<file path="config.mk">
export PLATFORM = sky130hd
export DESIGN_NAME = bus_master_port
export DESIGN_NICKNAME = d
export VERILOG_FILES = /design/src/rtl/bus_master_port.sv
export SDC_FILE = /design/constraint.sdc
export NUM_CORES = 1
export LEC_CHECK = 0
export CORE_ASPECT_RATIO = 0.7
export CORE_MARGIN = 2
export CORE_UTILIZATION = 55
export DETAILED_ROUTE_END_ITERATION = 16
export PLACE_DENSITY = 0.86
export SLEW_MARGIN = 20
export SYNTH_ARGS = -nofsm -noshare
export SYNTH_HDL_FRONTEND = slang
export SYNTH_SLANG_ARGS = --single-unit
</file>
<file path="constraint.sdc">
create_clock -name clk -period 4 [get_ports clk]
set_input_delay 0.4 -clock clk [delete_from_list [all_inputs] [get_ports clk]]
set_output_delay 0.4 -clock clk [all_outputs]
set_load 0.02 [all_outputs]
</file>
<file path="src/rtl/bus_master_port.sv">
// bus_master_port: per-master front end; requests the bus, serialises mode/address/write data LSB-first, deserialises read data.
// Latency: breq rises 1 cycle after command accept, first bit 1 cycle after bgrant sampled, ack 1 cycle after sready sampled in DONE.
// Backpressure: dready low while busy; waits on bgrant (REQ), svalid (read), sready (DONE). Define MASTER_TIMEOUT_EN for read-wait abort with terr.
module bus_master_port #(
  parameter int ADDR_WIDTH = 12,
  parameter int DATA_WIDTH = 8,
  parameter int TIMEOUT    = 64
) (
  input  logic                  clk,
  input  logic                  rstn,
  input  logic                  dvalid,
  input  logic                  dmode,
  input  logic [ADDR_WIDTH-1:0] daddr,
  input  logic [DATA_WIDTH-1:0] dwdata,
  output logic                  dready,
  output logic [DATA_WIDTH-1:0] drdata,
  output logic                  ack,
  output logic                  terr,
  output logic                  breq,
  input  logic                  bgrant,
  output logic                  mout,
  output logic                  mmode,
  output logic                  mvalid,
  input  logic                  sin,
  input  logic                  svalid,
  input  logic                  sready
);

  localparam int MAXW = (ADDR_WIDTH > DATA_WIDTH) ? ADDR_WIDTH : DATA_WIDTH;
  localparam int CW   = (MAXW > 1) ? $clog2(MAXW) : 1;
  localparam logic [CW-1:0] ADDR_LAST = CW'(ADDR_WIDTH - 1);
  localparam logic [CW-1:0] DATA_LAST = CW'(DATA_WIDTH - 1);

  typedef enum logic [2:0] {
    S_IDLE, S_REQ, S_ADDR, S_WDATA, S_RDATA, S_DONE
  } state_t;

  state_t                  state_q, state_d;
  logic [CW-1:0]           cnt_q, cnt_d;
  logic [ADDR_WIDTH-1:0]   addr_q, addr_d;
  // Holds write data on writes; reused as the receive shift register on reads.
  logic [DATA_WIDTH-1:0]   data_q, data_d;
  logic [DATA_WIDTH-1:0]   drdata_q, drdata_d;
  logic [DATA_WIDTH-1:0]   rx_shift;
  logic                    mode_q, mode_d;
  logic                    dready_q, dready_d;
  logic                    ack_q, ack_d;
  logic                    breq_q, breq_d;
  logic                    mout_q, mout_d;
  logic                    mmode_q, mmode_d;
  logic                    mvalid_q, mvalid_d;
  logic                    grant_lost;

`ifdef MASTER_TIMEOUT_EN
  localparam int TW = $clog2(TIMEOUT + 1);
  localparam logic [TW-1:0] TMO_LAST = TW'(TIMEOUT - 1);
  logic [TW-1:0] tmo_q, tmo_d;
  logic          tflag_q, tflag_d;
  logic          terr_q, terr_d;
  assign terr = terr_q;
`else
  assign terr = 1'b0;
`endif

  assign dready = dready_q;
  assign drdata = drdata_q;
  assign ack    = ack_q;
  assign breq   = breq_q;
  assign mout   = mout_q;
  assign mmode  = mmode_q;
  assign mvalid = mvalid_q;

  // Next-state and registered-output computation; serial bits come from shifting the captured words right.
  always_comb begin
    state_d  = state_q;
    cnt_d    = cnt_q;
    addr_d   = addr_q;
    data_d   = data_q;
    mode_d   = mode_q;
    dready_d = dready_q;
    drdata_d = drdata_q;
    breq_d   = breq_q;
    ack_d    = 1'b0;
    mvalid_d = 1'b0;
    mout_d   = 1'b0;
    mmode_d  = 1'b0;
    rx_shift = {sin, data_q[DATA_WIDTH-1:1]};
    grant_lost = !bgrant && (state_q == S_ADDR || state_q == S_WDATA || state_q == S_RDATA);
`ifdef MASTER_TIMEOUT_EN
    tmo_d   = tmo_q;
    tflag_d = tflag_q;
    terr_d  = 1'b0;
`endif
    case (state_q)
      S_IDLE: begin
        if (dvalid) begin
          addr_d   = daddr;
          data_d   = dwdata;
          mode_d   = dmode;
          cnt_d    = '0;
          dready_d = 1'b0;
          breq_d   = 1'b1;
          state_d  = S_REQ;
`ifdef MASTER_TIMEOUT_EN
          tflag_d  = 1'b0;
`endif
        end
      end
      S_REQ: begin
        if (bgrant) begin
          state_d  = S_ADDR;
          cnt_d    = '0;
          mvalid_d = 1'b1;
          mmode_d  = mode_q;
          mout_d   = addr_q[0];
          addr_d   = addr_q >> 1;
        end
      end
      S_ADDR: begin
        if (cnt_q == ADDR_LAST) begin
          cnt_d = '0;
          if (mode_q) begin
            state_d  = S_WDATA;
            mvalid_d = 1'b1;
            mmode_d  = 1'b1;
            mout_d   = data_q[0];
            data_d   = data_q >> 1;
          end else begin
            state_d  = S_RDATA;
`ifdef MASTER_TIMEOUT_EN
            tmo_d    = '0;
`endif
          end
        end else begin
          cnt_d    = cnt_q + 1'b1;
          mvalid_d = 1'b1;
          mmode_d  = mode_q;
          mout_d   = addr_q[0];
          addr_d   = addr_q >> 1;
        end
      end
      S_WDATA: begin
        if (cnt_q == DATA_LAST) begin
          cnt_d   = '0;
          breq_d  = 1'b0;
          state_d = S_DONE;
        end else begin
          cnt_d    = cnt_q + 1'b1;
          mvalid_d = 1'b1;
          mmode_d  = 1'b1;
          mout_d   = data_q[0];
          data_d   = data_q >> 1;
        end
      end
      S_RDATA: begin
        if (svalid) begin
          data_d = rx_shift;
`ifdef MASTER_TIMEOUT_EN
          tmo_d  = '0;
`endif
          if (cnt_q == DATA_LAST) begin
            cnt_d    = '0;
            breq_d   = 1'b0;
            drdata_d = rx_shift;
            state_d  = S_DONE;
          end else begin
            cnt_d = cnt_q + 1'b1;
          end
        end
`ifdef MASTER_TIMEOUT_EN
        else if (tmo_q == TMO_LAST) begin
          cnt_d    = '0;
          tmo_d    = '0;
          breq_d   = 1'b0;
          drdata_d = '1;
          tflag_d  = 1'b1;
          state_d  = S_DONE;
        end else begin
          tmo_d = tmo_q + 1'b1;
        end
`endif
      end
      S_DONE: begin
        if (sready) begin
          ack_d    = 1'b1;
          dready_d = 1'b1;
          state_d  = S_IDLE;
`ifdef MASTER_TIMEOUT_EN
          terr_d   = tflag_q;
          tflag_d  = 1'b0;
`endif
        end
      end
      default: state_d = S_IDLE;
    endcase
    // Arbiter dropped grant mid-transfer: abandon silently, keep last read data.
    if (grant_lost) begin
      state_d  = S_IDLE;
      cnt_d    = '0;
      breq_d   = 1'b0;
      dready_d = 1'b1;
      drdata_d = drdata_q;
      mvalid_d = 1'b0;
      mout_d   = 1'b0;
      mmode_d  = 1'b0;
`ifdef MASTER_TIMEOUT_EN
      tmo_d    = '0;
      tflag_d  = 1'b0;
`endif
    end
  end

  // State and output registers with synchronous active-low reset.
  always_ff @(posedge clk) begin
    if (!rstn) begin
      state_q  <= S_IDLE;
      cnt_q    <= '0;
      addr_q   <= '0;
      data_q   <= '0;
      drdata_q <= '0;
      mode_q   <= 1'b0;
      dready_q <= 1'b1;
      ack_q    <= 1'b0;
      breq_q   <= 1'b0;
      mout_q   <= 1'b0;
      mmode_q  <= 1'b0;
      mvalid_q <= 1'b0;
`ifdef MASTER_TIMEOUT_EN
      tmo_q    <= '0;
      tflag_q  <= 1'b0;
      terr_q   <= 1'b0;
`endif
    end else begin
      state_q  <= state_d;
      cnt_q    <= cnt_d;
      addr_q   <= addr_d;
      data_q   <= data_d;
      drdata_q <= drdata_d;
      mode_q   <= mode_d;
      dready_q <= dready_d;
      ack_q    <= ack_d;
      breq_q   <= breq_d;
      mout_q   <= mout_d;
      mmode_q  <= mmode_d;
      mvalid_q <= mvalid_d;
`ifdef MASTER_TIMEOUT_EN
      tmo_q    <= tmo_d;
      tflag_q  <= tflag_d;
      terr_q   <= terr_d;
`endif
    end
  end

endmodule
</file>
* Yosys cells after proc, flatten, opt, wreduce, memory -nomap -nowiden *
Cells that the tools add are included.

word-level totals
  register bits = 42
  latch bits = 0
  memory bits (writable) = 0
  memory bits (read-only) = 0
  input bits = 28
  output and inout bits = 15
  logic and storage cells = 95
  memories kept = 0

operators by class
  add/subtract/negate cells = 1
  multipliers = 0
  div/mod/pow operators = 0
  order comparisons = 0
  eq/ne operators = 15
  shifts and indexed selects = 0
  mux-type cells = 45
  bitwise gates (word level) = 2
  reduce and logical (&&, ||, !) cells = 20

operators with widths
  cell                                                  count
  2-to-1 mux 8 bit                                      5
  2-to-1 mux 12 bit                                     3
  case mux 12 bit (3 select lines)                      1
  case mux 8 bit (4 select lines)                       1
  2-to-1 mux 3 bit                                      7
  2-to-1 mux 4 bit                                      5
  case mux 4 bit (5 select lines)                       1
  case mux 3 bit (6 select lines)                       1
  2-to-1 mux 1 bit                                      16
  != test 2 bit (second input constant)                 7
  case mux 1 bit (3 select lines)                       4
  AND reduction 4 bit                                   3
  equality test 3 x 2 -> 1 bit (second input constant)  2
  equality test 3 bit (second input constant)           2
  AND reduction 3 bit                                   2
  AND reduction 6 bit                                   1
  nonzero test 3 bit                                    2
  AND reduction 5 bit                                   1
  nonzero test 5 bit                                    1
  adder 4 x 1 -> 4 bit (second input constant)          1
  equality test 4 x 3 -> 1 bit (second input constant)  1
  equality test 4 bit (second input constant)           1
  AND reduction 2 bit                                   2
  nonzero test 4 bit                                    1
  10 further kinds                                      12

* Longest topological paths before layout *
Gate-level depths: netlist of the first run.

  word-level depth = 6
  gate-level depth with buffers = 8
  depth with buffers taken out = 6

* Least setup slack after synthesis of the first run *
No wires, ideal clock.

  path kind = register -> register
  start point = register cnt_q[2]
  end point = register state_q[2]
  setup time = 95 ps
  arrival = 1669 ps
  data required time = 3905 ps
  setup slack = 2236 ps
  stages on the path, launching flop included = 7
  buffers on the path = 1
  period minus slack after synthesis = 1764 ps
  cells stage by stage = dfxtp_1 > buf_6 > or4b_4 > o21ai_2 > a21oi_2 > or4_1 > o311ai_1

between the ends
  longest elaborated chain between the ends = 4
  elaborated cells between the ends (all ways) = 7
  classes of those cells = eq/ne (3); mux (3); reduce/logical (1)

ends and longest elaborated chain
  what                             line      text
  start: declaration               39        logic [CW-1:0] cnt_q, cnt_d;
  start signal: assignment         235       cnt_q <= cnt_d;
  equality test 4 x 3 -> 1 bit     143, 161
  2-to-1 mux 3 bit (2 in series)   n/a
  case mux 3 bit (6 select lines)  n/a
  end signal: assignment           234       state_q <= state_d;
  end: declaration                 38        state_t state_q, state_d;

Parallel ways exist; a longest one is shown, timed or not. The select of a mux whose other input is x is not followed.
A chain may end at the register's enable or synchronous reset.

* Final worst setup path of the first run *
  start point = register state_q[0]
  end point = register addr_q[2]

between the ends
  longest elaborated chain between the ends = 3
  elaborated cells between the ends (all ways) = 9
  classes of those cells = eq/ne (5); mux (1); reduce/logical (3)

ends and longest elaborated chain
  what                                                           line  text
  equality test 3 x 2 -> 1 bit (tied with other cells)           94    case (state_q)
  != test 2 bit (no line) or nonzero test 3 bit (tied branches)  n/a
  AND reduction 4 bit (no line)                                  n/a
  end signal: assignment                                         236   addr_q <= addr_d;
  end: declaration                                               40    logic [ADDR_WIDTH-1:0] addr_q, addr_d;

Parallel ways exist; a longest one is shown, timed or not.

==> Implementation_results.wiki, run 1 <==
{| class="wikitable"
! Metric !! Value
|-
| Run status || complete, no violations
|-
| Antenna violations before repair || 0
|-
| Placed wire-length estimate || around 3300 um
|-
| Clock skew after layout || 0.005319 ns
|-
| Fraction of synthesized area in multiplexers || 10.14%
|-
| Flop and latch count out of synthesis || between 40 and 50
|-
| CTS HTree Levels || 2
|-
| Cell area after synthesis || ~0.0022 mm2
|-
| Logic pwr share || 25.4%
|-
| Most numerous cell in the Yosys netlist || sky130_fd_sc_hd__dfxtp_1
|-
| Worst min-delay path category || reg -> reg
|-
| Cell area reported after detailed placement || approximately 0.0025 mm2
|-
| Final period util || 65.06%
|-
| Vias in the first global route || 1761
|-
| Leading register cell type out of synthesis || sky130_fd_sc_hd__dfxtp_1
|-
| Share of final-layout standard cells stronger than drive strength 1 || about 7%
|-
| Post_cts resized || 0
|-
| Cell type with the largest total area after synthesis || sky130_fd_sc_hd__dfxtp_1
|-
| R2R setup slack || 1.40 ns
|-
| Setup repair after global routing missed its margin || no
|-
| Category of the worst setup path launch point || flop
|-
| Die outline area || 0.004474 mm2
|-
| # fillers || 348
|-
| Post-synthesis area per instance || 8.414 um2
|-
| Antenna viol nets, final || 0
|-
| Total Negative Setup Slacks || 0 ns
|-
| DIE WIDTH || 79.09 um
|-
| Post-DR wirelength/cell || 14.39 um
|-
| Setup CP Type || reg -> reg
|-
| Number of pins with negative max-slew slack in the final report || 0
|-
| Syn Inst Count || 258
|-
| Min Clock Period, post-route || 2.602 ns
|-
| Total nets after synthesis || 287
|-
| Final layout net count || 317
|-
| Final Wtd Congestion || 0.9882
|-
| Post-Synth Simple-Gate Area || 22.88%
|-
| GRT Residual Overflow || 0
|-
| Number of cells on the worst reg-to-reg path || 6
|-
| Maxcap violations || 0
|-
| Share of Yosys cell area claimed by the top area cell type || 38.73%
|-
| Crit path to || addr_q[2]
|-
| Global routing usage summed across all routing layers || 23.02%
|-
| Required time of the worst setup path || 4.20 ns
|-
| Height of the chip || approximately 57 um
|-
| Fraction of synthesis flops using an asynchronous set or reset pin || 0%
|-
| Critical Path AT || 2.80 ns
|-
| Synth Warn # || 0
|-
| Top post-synthesis cells by area || sky130_fd_sc_hd__dfxtp_1, sky130_fd_sc_hd__mux2i_1, sky130_fd_sc_hd__a211oi_1
|-
| Power density normalized to cell area || 427.0 mW/mm2
|-
| Sw Ratio || between 30% and 40%
|-
| Highest clock frequency the design can meet || 384.3 MHz
|-
| Number of hold-slack violations in the final timing report || 0
|-
| Reg-to-Reg End || addr_q[2]
|-
| Final-layout worst hold slack || 0.4534 ns
|-
| First-pass iteration count of the detailed router || 4
|-
| Clock tree from TritonCTS || built
|-
| Sw power || 0.3489 mW
|-
| Worst skew pair latency || 0.30 ns
|-
| Peak fanout along the critical path || 29
|-
| Share of total power in sequential cells || 45.4%
|-
| Clock Sink Count || 42
|-
| Distinct cells, synth || 46
|-
| Num rows || 19
|-
| Port buffer count || 41
|-
| Max VDD drop || 0.2950 mV
|-
| First-pass GRT wire length || 8135 um
|-
| Static power due to leakage || 0.9988 nW
|-
| Share of power burned in the clock network || 29.2%
|-
| Remaining routing DRC violations || 0
|-
| Count of inserted antenna diode cells || 0
|-
| Clk Tree Root Cell || sky130_fd_sc_hd__clkbuf_8
|-
| Main combinational cell family by area after synthesis || simple AND/OR/NAND/NOR gates
|-
| Maximum number of pins on one net before global-route repair || 31
|-
| EDFF count, synth || 0
|-
| Commonest cells in the synthesized netlist || sky130_fd_sc_hd__dfxtp_1, sky130_fd_sc_hd__nor2_1, sky130_fd_sc_hd__nand2_1, sky130_fd_sc_hd__mux2i_1
|-
| Cell Int Power || ~0.79 mW
|-
| Post-layout total power || 1.139 mW
|-
| Worst flop-to-flop path startpoint || state_q[0]
|-
| Clock-pin slew of the registers on the worst-case setup and hold paths || around 0.08 ns
|-
| Adder-cell area share of the yosys netlist || 0.5764%
|-
| Number of buffers inserted to repair setup after CTS || 0
|-
| Cell total after placement || 332
|-
| Iteration-0 DRC count of the detailed router || 243
|-
| Number of I/O pins || 43
|-
| Seq/Total Area, Yosys || 38.73%
|-
| Final Instance Area || 0.002669 mm2
|-
| Initial core utilization || 56.37%
|-
| Total vias in the final route || 1963
|-
| Share of the synthesized netlist area taken by xor and xnor gates || 0%
|-
| Non-filler instance count after layout || approximately 340
|-
| Post-DR vias/cell || 5.757
|-
| Core area || 0.003851 mm2
|-
| Syn-to-layout area delta || 22.94%
|-
| CP Capture Type || flop
|-
| Crit. Startpoint || state_q[0]
|-
| Max_slew headroom || about 38%
|-
| Transition at the pin with the smallest max-transition slack || 0.9314 ns
|-
| Setup Viol. Count Final || 0
|-
| Post-synthesis compound-gate area fraction || 22.31%
|-
| Routed wire length || just under 5000 um
|-
| Number of buffers added to fix hold violations after cts || 0
|-
| Number of buffers between clock root and the deepest sink || 2
|-
| Inserted Clock Buffers || 5
|}
==> worst max-delay path, stage by stage, from the launching register on <==
cell and delay, ns:
sky130_fd_sc_hd__dfxtp_1 0.92, sky130_fd_sc_hd__or2_2 0.31, sky130_fd_sc_hd__nor2_1 0.08, sky130_fd_sc_hd__a2111oi_4 0.66, sky130_fd_sc_hd__buf_6 0.24, sky130_fd_sc_hd__nor2_1 0.06
sky130_fd_sc_hd__a211oi_1 0.22
==> flip-flops by register name, summed over array words and instances, names as in the netlist <==
signal	flops
ack	1
state_q	3
mode_q	1
mout	1
mvalid	1
breq	1
drdata	8
cnt_q	4
mmode	1
addr_q	12
dready	1
data_q	8
==> through the flow <==
step                      worst slack (ns)  util [%]
after global routing                 1.187     69.30
after floorplan                      2.236         -
final                                1.398     69.30
after global placement               1.324     66.18
after detailed placement             1.164     66.18
after CTS                            1.206     69.01
==> cell type report <==
class	instances	area, um2	share of cell area, %
Inverter	2	7.507	0.2813
Clock inverter	3	40.04	1.500
Clock buffer	5	68.82	2.579
Timing Repair Buffer	43	429.2	16.08
Tap cell	52	65.06	2.438
Multi-Input combinational cell	194	1217	45.62
Sequential cell	42	840.8	31.50
==> power by group through the flow <==
stage                     Sequential, mW  Clock, mW  Combinational (mW)
after floorplan                    0.501          0               0.234
after detailed placement           0.524          0               0.282
after global routing               0.525      0.355               0.318
final                              0.517      0.333               0.289
after CTS                          0.515      0.336               0.283
after global placement             0.522          0               0.272
==> how the worst min path moves through the flow <==
stage | from | endpoint | slack (ns) | cells after the start
after floorplan | addr_q[11] | addr_q[11] | 0.45 | 2
after global placement | drdata[5] | drdata[5] | 0.44 | 2
after detailed placement | drdata[4] | drdata[4] | 0.45 | 2
after CTS | drdata[4] | drdata[4] | 0.45 | 2
after global routing | drdata[3] | drdata[3] | 0.47 | 2
final | drdata[4] | drdata[4] | 0.45 | 2
==> kinds of logic after synthesis <==
family | count (synthesis)
buffers and inverters | 22
AOI/OAI and AO/OA | 68
muxes | 22
other | 1
adders and majority gates | 1
DFF | 42
and+or+nand+nor | 102
==> layer usage <==
metal,vias to the layer above,share of wire [%],global-route usage (%)
met1,887,47,33.06
met3,5,8.7,5.305
li1,977,-,-
met4,0,1.1,7.635
met5,-,0,0
met2,94,43,34.14
==> cells in the final DEF, fill, tap and decap left out, types with 2 or more instances in the layout <==
master | netlist | routed
sky130_fd_sc_hd__mux2i_1 | 22 | 22
sky130_fd_sc_hd__a21oi_1 | 20 | 20
sky130_fd_sc_hd__nand2b_1 | 8 | 8
sky130_fd_sc_hd__a22oi_1 | 2 | 2
sky130_fd_sc_hd__nor3_1 | 4 | 4
sky130_fd_sc_hd__a211oi_1 | 20 | 20
sky130_fd_sc_hd__o21ai_0 | 8 | 8
sky130_fd_sc_hd__nand3b_1 | 5 | 5
sky130_fd_sc_hd__or2b_1 | 2 | 2
sky130_fd_sc_hd__o22ai_1 | 3 | 3
sky130_fd_sc_hd__a31oi_1 | 2 | 2
sky130_fd_sc_hd__clkinv_2 | 0 | 2
sky130_fd_sc_hd__and3_1 | 2 | 2
sky130_fd_sc_hd__dfxtp_1 | 42 | 42
sky130_fd_sc_hd__nor2b_1 | 2 | 2
sky130_fd_sc_hd__nand3_1 | 6 | 6
sky130_fd_sc_hd__clkdlybuf4s50_1 | 0 | 41
sky130_fd_sc_hd__clkbuf_8 | 0 | 5
sky130_fd_sc_hd__nand2_1 | 26 | 26
sky130_fd_sc_hd__nor2_1 | 38 | 38
sky130_fd_sc_hd__inv_1 | 2 | 2
Power figures use the tool's default switching activity.
==> run 2: changes to the inputs <==
--- a/config.mk
+++ b/config.mk
@@ -7,9 +7,9 @@
 export LEC_CHECK = 0
 export CORE_ASPECT_RATIO = 0.7
 export CORE_MARGIN = 2
-export CORE_UTILIZATION = 55
+export CORE_UTILIZATION = 46
 export DETAILED_ROUTE_END_ITERATION = 16
-export PLACE_DENSITY = 0.86
+export PLACE_DENSITY = 0.77
 export SLEW_MARGIN = 20
 export SYNTH_ARGS = -nofsm -noshare
 export SYNTH_HDL_FRONTEND = slang
==> constraint.sdc (replaced) <==
create_clock -name clk -period 2.1 [get_ports clk]
set_input_delay 0.21 -clock clk [delete_from_list [all_inputs] [get_ports clk]]
set_output_delay 0.21 -clock clk [all_outputs]
set_load 0.02 [all_outputs]
==> Implementation_results.wiki, run 2 (synthesized netlist as in run 1, its figures left out) <==
{| class="wikitable"
! Metric !! Value
|-
| Run status || complete, no violations
|-
| Category of the worst setup path launch point || flop
|-
| Crit. Startpoint || state_q[0]
|-
| Transition at the pin with the smallest max-transition slack || 0.5314 ns
|-
| Total Negative Setup Slacks || 0 ns
|-
| Inserted Clock Buffers || 5
|-
| Routed wire length || 5177 um
|-
| Number of hold-slack violations in the final timing report || 0
|-
| Max VDD drop || ~0.42 mV
|-
| Footprint of the multi-input gates || 0.001217 mm2
|-
| Maxcap violations || 0
|-
| Die outline area || 0.005293 mm2
|-
| Number of instances on the worst hold path || 2
|-
| Post-layout total power || 2.369 mW
|-
| Iteration-0 DRC count of the detailed router || between 100 and 150
|-
| Count of inserted antenna diode cells || 0
|-
| CTS HTree Levels || 2
|-
| Post-DR vias/cell || 5.556
|-
| Biggest register || addr_q
|-
| CP bufs+invs || 0
|-
| Antenna violations before repair || 0
|-
| Remaining routing DRC violations || 0
|-
| Number of cells on the worst reg-to-reg path || 5
|-
| Clock Sink Count || 42
|-
| Post-DR wirelength/cell || 14.54 um
|-
| Setup CP Type || reg -> reg
|-
| Port buffer count || 41
|-
| Height of the chip || 61.48 um
|-
| Number of buffers added to fix hold violations after cts || 0
|-
| Highest clock frequency the design can meet || 524.9 MHz
|-
| First-pass iteration count of the detailed router || 4
|-
| Max_slew headroom || ~65%
|-
| Required time of the worst setup path || 2.33 ns
|-
| Antenna viol nets, final || 0
|-
| DP Worst Slack || about 0.24 ns
|-
| Finished Core Util || 63.62%
|-
| Number of buffers between clock root and the deepest sink || 2
|-
| Power density normalized to cell area || 840.8 mW/mm2
|-
| Placed wire-length estimate || 3703 um
|-
| Static power due to leakage || 1.081 nW
|-
| Post-layout worst setup margin || ~0.2 ns
|-
| Num rows || 20
|-
| Setup Viol. Count Final || 0
|-
| Number of flip-flops under the largest register name || 12
|-
| Total vias in the final route || a little under 2000
|-
| Cell total after placement || ~350
|-
| DIE WIDTH || 86.11 um
|-
| Peak fanout along the critical path || 8
|-
| GRT Residual Overflow || 0
|-
| Top library cells by usage in the layout, fill and taps aside || sky130_fd_sc_hd__dfxtp_1, sky130_fd_sc_hd__clkdlybuf4s50_1, sky130_fd_sc_hd__nor2_1
|-
| First-pass GRT wire length || 8431 um
|-
| Clock skew after layout || 0.007749 ns
|-
| Core area || approximately 0.0044 mm2
|-
| Ordered list of cells on the worst path || or2_2 -> nor2_1 -> and3_1 -> nand2_1 -> a21oi_1
|-
| Levels on crit path || 5
|-
| Clock tree from TritonCTS || built
|-
| Worst flop-to-flop path startpoint || state_q[0]
|-
| R2R setup slack || 0.19 ns
|-
| # fillers || 408
|-
| Syn-to-layout area delta || 29.80%
|-
| Flip-flop and latch area || 840.8 um2
|-
| Share of final-layout standard cells stronger than drive strength 1 || between 10% and 20%
|-
| Final period util || 90.72%
|-
| Number of I/O pins || 43
|-
| CP Capture Type || flop
|-
| Clock-pin slew of the registers on the worst-case setup and hold paths || 0.09 ns
|-
| Initial core utilization || between 40% and 50%
|-
| Maximum number of pins on one net before global-route repair || 25
|-
| Final Wtd Congestion || 0.9679
|-
| Reg-to-Reg End || drdata[3]
|-
| Final layout net count || 329
|-
| Number of buffers inserted to repair setup after CTS || 0
|-
| Worst path top cell family by delay || simple AND/OR/NAND/NOR gates
|-
| Setup repair after global routing missed its margin || no
|-
| Global routing usage summed across all routing layers || 20.63%
|-
| Critical Path AT || about 2.1 ns
|-
| Number of pins with negative max-slew slack in the final report || 0
|-
| Worst-path cell with the longest stage delay || sky130_fd_sc_hd__and3_1
|-
| Biggest cell delay along the critical path || 0.44 ns
|-
| Clk Tree Root Cell || sky130_fd_sc_hd__clkbuf_8
|-
| Worst skew pair latency || 0.29 ns
|-
| Worst Hold Path EP || drdata[7]
|-
| Most common cell after layout, fill and taps aside || sky130_fd_sc_hd__dfxtp_1
|-
| Post_cts resized || 0
|-
| Critical hold path startpoint || drdata[7]
|-
| Non-filler instance count after layout || 356
|-
| Vias in the first global route || 1729
|-
| Worst min-delay path category || reg -> reg
|-
| Min Clock Period, post-route || 1.905 ns
|}
[run 2: cell count changes in the layout (fill, tap and decap cells not counted), sizes merged]
cell    previous run  this run
buf                2        14
clkinv             2         0
bufinv             1         2
clkbuf             5         6
[run 2: worst max-delay path by stage]
| stage | to |
|---|---|
| after floorplan | state_q[2] |
| after global placement | state_q[2] |
| after detailed placement | drdata[3] |
| after CTS | drdata[3] |
| after global routing | drdata[3] |
| final | drdata[3] |
[run 2: worst min-delay path, cell delays in order, from the launching register on]
cell and delay, ns:
sky130_fd_sc_hd__dfxtp_1 0.31, sky130_fd_sc_hd__nand2_1 0.05, sky130_fd_sc_hd__a21oi_1 0.05
[run 2: report_power, final]
group	internal (mW)	total, mW	switching (mW)
clock	0.507	0.794	0.287
combinational	0.301	0.618	0.318
sequential	0.888	0.957	0.0691
total	1.70	2.37	0.674
[run 2: area by class of cell]
cell class | count | area share [%]
Tap cell | 55 | 2.442
Clock inverter | 2 | 2.131
Multi-Input combinational cell | 194 | 43.21
Clock buffer | 6 | 2.931
Timing Repair Buffer | 55 | 19.18
Sequential cell | 42 | 29.84
Inverter | 2 | 0.2664
[run 2: stage by stage]
step | area (um2) | hold WS, ns
2_1_floorplan | 2171 | 0.3447
3_3_place_gp | 2675 | 0.4374
3_5_place_dp | 2675 | 0.4436
4_1_cts | 2818 | 0.4544
5_1_grt | 2818 | 0.4655
6_report | 2818 | 0.4496
[run 2: layer usage]
layer	up-vias	share of wire, %	GRT usage [%]
li1	996	-	-
met1	908	49	29.11
met2	69	41	30.01
met3	5	9.3	7.373
met4	0	0.66	5.442
met5	-	0	0
==> run 3: changes to the inputs <==
--- a/config.mk
+++ b/config.mk
@@ -6,10 +6,12 @@
 export NUM_CORES = 1
 export LEC_CHECK = 0
 export CORE_ASPECT_RATIO = 0.7
-export CORE_MARGIN = 2
+export CORE_MARGIN = 3
 export CORE_UTILIZATION = 46
 export DETAILED_ROUTE_END_ITERATION = 16
+export GPL_TIMING_DRIVEN = 1
 export PLACE_DENSITY = 0.77
+export REMOVE_ABC_BUFFERS = 1
 export SLEW_MARGIN = 20
 export SYNTH_ARGS = -nofsm -noshare
 export SYNTH_HDL_FRONTEND = slang
==> Implementation_results.wiki, run 3 (synthesized netlist as in run 1, its figures left out) <==
{| class="wikitable"
! Metric !! Value
|-
| Run status || complete, no violations
|-
| Inserted Clock Buffers || 5
|-
| Core area || 0.004454 mm2
|-
| Most common cell after layout, fill and taps aside || sky130_fd_sc_hd__dfxtp_1
|-
| Antenna violations before repair || 0
|-
| Cell Int Power || 1.396 mW
|-
| Number of hold-slack violations in the final timing report || 0
|-
| Antenna viol nets, final || 0
|-
| Global routing usage summed across all routing layers || 18.52%
|-
| Clock skew after layout || 0.009063 ns
|-
| Transition at the pin with the smallest max-transition slack || 0.5189 ns
|-
| Setup Viol. Count Final || 0
|-
| Routed wire length || between 4000 and 5000 um
|-
| Maxcap violations || 0
|-
| Sw power || between 0.6 and 0.7 mW
|-
| GRT Residual Overflow || 0
|-
| Worst min-delay path category || reg -> reg
|-
| Maximum number of pins on one net before global-route repair || 25
|-
| Clock Sink Count || 42
|-
| Share of final-layout standard cells stronger than drive strength 1 || 11.22%
|-
| Initial core utilization || 48.74%
|-
| Remaining routing DRC violations || 0
|-
| Category of the worst setup path launch point || flop
|-
| CP Capture Type || flop
|-
| Sw Ratio || 31.91%
|-
| Setup CP Type || reg -> reg
|-
| Static power due to leakage || 1.059 nW
|-
| Final Wtd Congestion || 0.9190
|-
| Clock-pin slew of the registers on the worst-case setup and hold paths || 0.07 ns
|-
| Required time of the worst setup path || 2.29 ns
|-
| Top library cells by usage in the layout, fill and taps aside || sky130_fd_sc_hd__dfxtp_1, sky130_fd_sc_hd__clkdlybuf4s50_1, sky130_fd_sc_hd__nor2_1
|-
| Post_cts resized || 0
|-
| Number of buffers between clock root and the deepest sink || 2
|-
| Total vias in the final route || 1961
|-
| Final layout net count || 332
|-
| Logic pwr share || 29.4%
|-
| Placed wire-length estimate || 3685 um
|-
| Iteration-0 DRC count of the detailed router || 168
|-
| Biggest register || addr_q
|-
| Biggest cell delay along the critical path || roughly 0.55 ns
|-
| Clk Tree Root Cell || sky130_fd_sc_hd__clkbuf_8
|-
| Post-DR wirelength/cell || 13.96 um
|-
| Die outline area || 0.005592 mm2
|-
| Min Clock Period, post-route || around 2.0 ns
|-
| Vias in the first global route || 1621
|-
| Max_slew headroom || 65.14%
|-
| Non-filler instance count after layout || 358
|-
| Count of inserted antenna diode cells || 0
|-
| Cell total after placement || 351
|-
| Post-DR vias/cell || 5.478
|-
| First-pass iteration count of the detailed router || 5
|-
| # fillers || 423
|-
| Syn-to-layout area delta || 26.74%
|-
| Num rows || 20
|-
| Highest clock frequency the design can meet || 509.2 MHz
|-
| Power density normalized to cell area || 745.1 mW/mm2
|-
| Share of total power in sequential cells || 46.7%
|-
| Critical Path AT || about 2.2 ns
|-
| Share of power burned in the clock network || 23.9%
|-
| Number of I/O pins || 43
|-
| Peak fanout along the critical path || 16
|-
| Max VDD drop || 0.3864 mV
|-
| Total Negative Setup Slacks || 0 ns
|-
| Number of buffers inserted to repair setup after CTS || 0
|-
| Worst-path cell with the longest stage delay || sky130_fd_sc_hd__dfxtp_1
|-
| Post-layout total power || 2.050 mW
|-
| Final period util || between 90% and 100%
|-
| CTS HTree Levels || 2
|-
| Number of pins with negative max-slew slack in the final report || 0
|-
| Clock tree from TritonCTS || built
|-
| Number of flip-flops under the largest register name || 12
|-
| First-pass GRT wire length || ~8000 um
|-
| Number of buffers added to fix hold violations after cts || 0
|-
| Setup repair after global routing missed its margin || no
|-
| DIE WIDTH || 88.11 um
|-
| Ordered list of cells on the worst path || buf_4 -> nor2_1 -> a21oi_4 -> a21oi_2 -> or4_1 -> o311ai_1
|-
| Finished Core Util || between 60 and 70%
|-
| Worst skew pair latency || 0.30 ns
|-
| Height of the chip || 63.48 um
|-
| Port buffer count || 41
|}
[run 3: changes by cell type in the layout (fill, tap and decap cells not counted), sizes merged]
cell	change
buf	+3
bufinv	-2
clkbuf	-1
clkinv	+2
[run 3: per-layer routing]
metal	part of all wire (%)	vias to the layer above	track usage, %
met5	0	-	0
met2	40	70	23.59
met3	7.6	9	4.052
met4	1.2	0	6.226
met1	51	878	29.74
li1	-	1004	-
[run 3: final cells by class]
cell class / count / area (um2) / share of cell area (%)
Sequential cell: 42 / 840.8 / 30.56
Clock inverter: 2 / 10.01 / 0.3638
Multi-Input combinational cell: 194 / 1217 / 44.25
Inverter: 2 / 7.507 / 0.2729
Timing Repair Buffer: 58 / 538.0 / 19.55
Tap cell: 55 / 68.82 / 2.501
Clock buffer: 5 / 68.82 / 2.501
[run 3: power groups by stage]
stage	Clock [mW]	Sequential, mW	Combinational, mW
6_report	0.491	0.958	0.602
5_1_grt	0.537	0.970	0.663
4_1_cts	0.505	0.957	0.599
3_5_place_dp	0	0.975	0.598
3_3_place_gp	0	0.972	0.583
2_1_floorplan	0	0.983	0.382
[run 3: worst max-delay path, delay by kind of cell (launching register included)]
| kind | cells | cell delay (ns) |
|---|---|---|
| buffers and inverters | 1 | 0.28 |
| AOI/OAI and AO/OA | 3 | 0.40 |
| DFF | 1 | 0.55 |
| and+or+nand+nor | 2 | 0.63 |
[run 3: worst paths after layout]
path                            startpoint          to  slack, ns  cells after the start
worst max-delay path            state_q[0]  state_q[2]       0.14                      6
worst min-delay path             drdata[7]   drdata[7]       0.45                      2
worst min register to register   drdata[7]   drdata[7]       0.45                      2
worst max register to register  state_q[0]  state_q[2]       0.14                      6
[run 3: stage by stage]
stage | worst slack [ns] | area [um2] | hold slack [ns]
floorplan | -0.1752 | 2066 | 0.3447
detailed placement | 0.1695 | 2673 | 0.4437
global placement | 0.2039 | 2673 | 0.4369
global route | 0.01932 | 2751 | 0.4733
finish | 0.1362 | 2751 | 0.4502
CTS | 0.1540 | 2751 | 0.4547
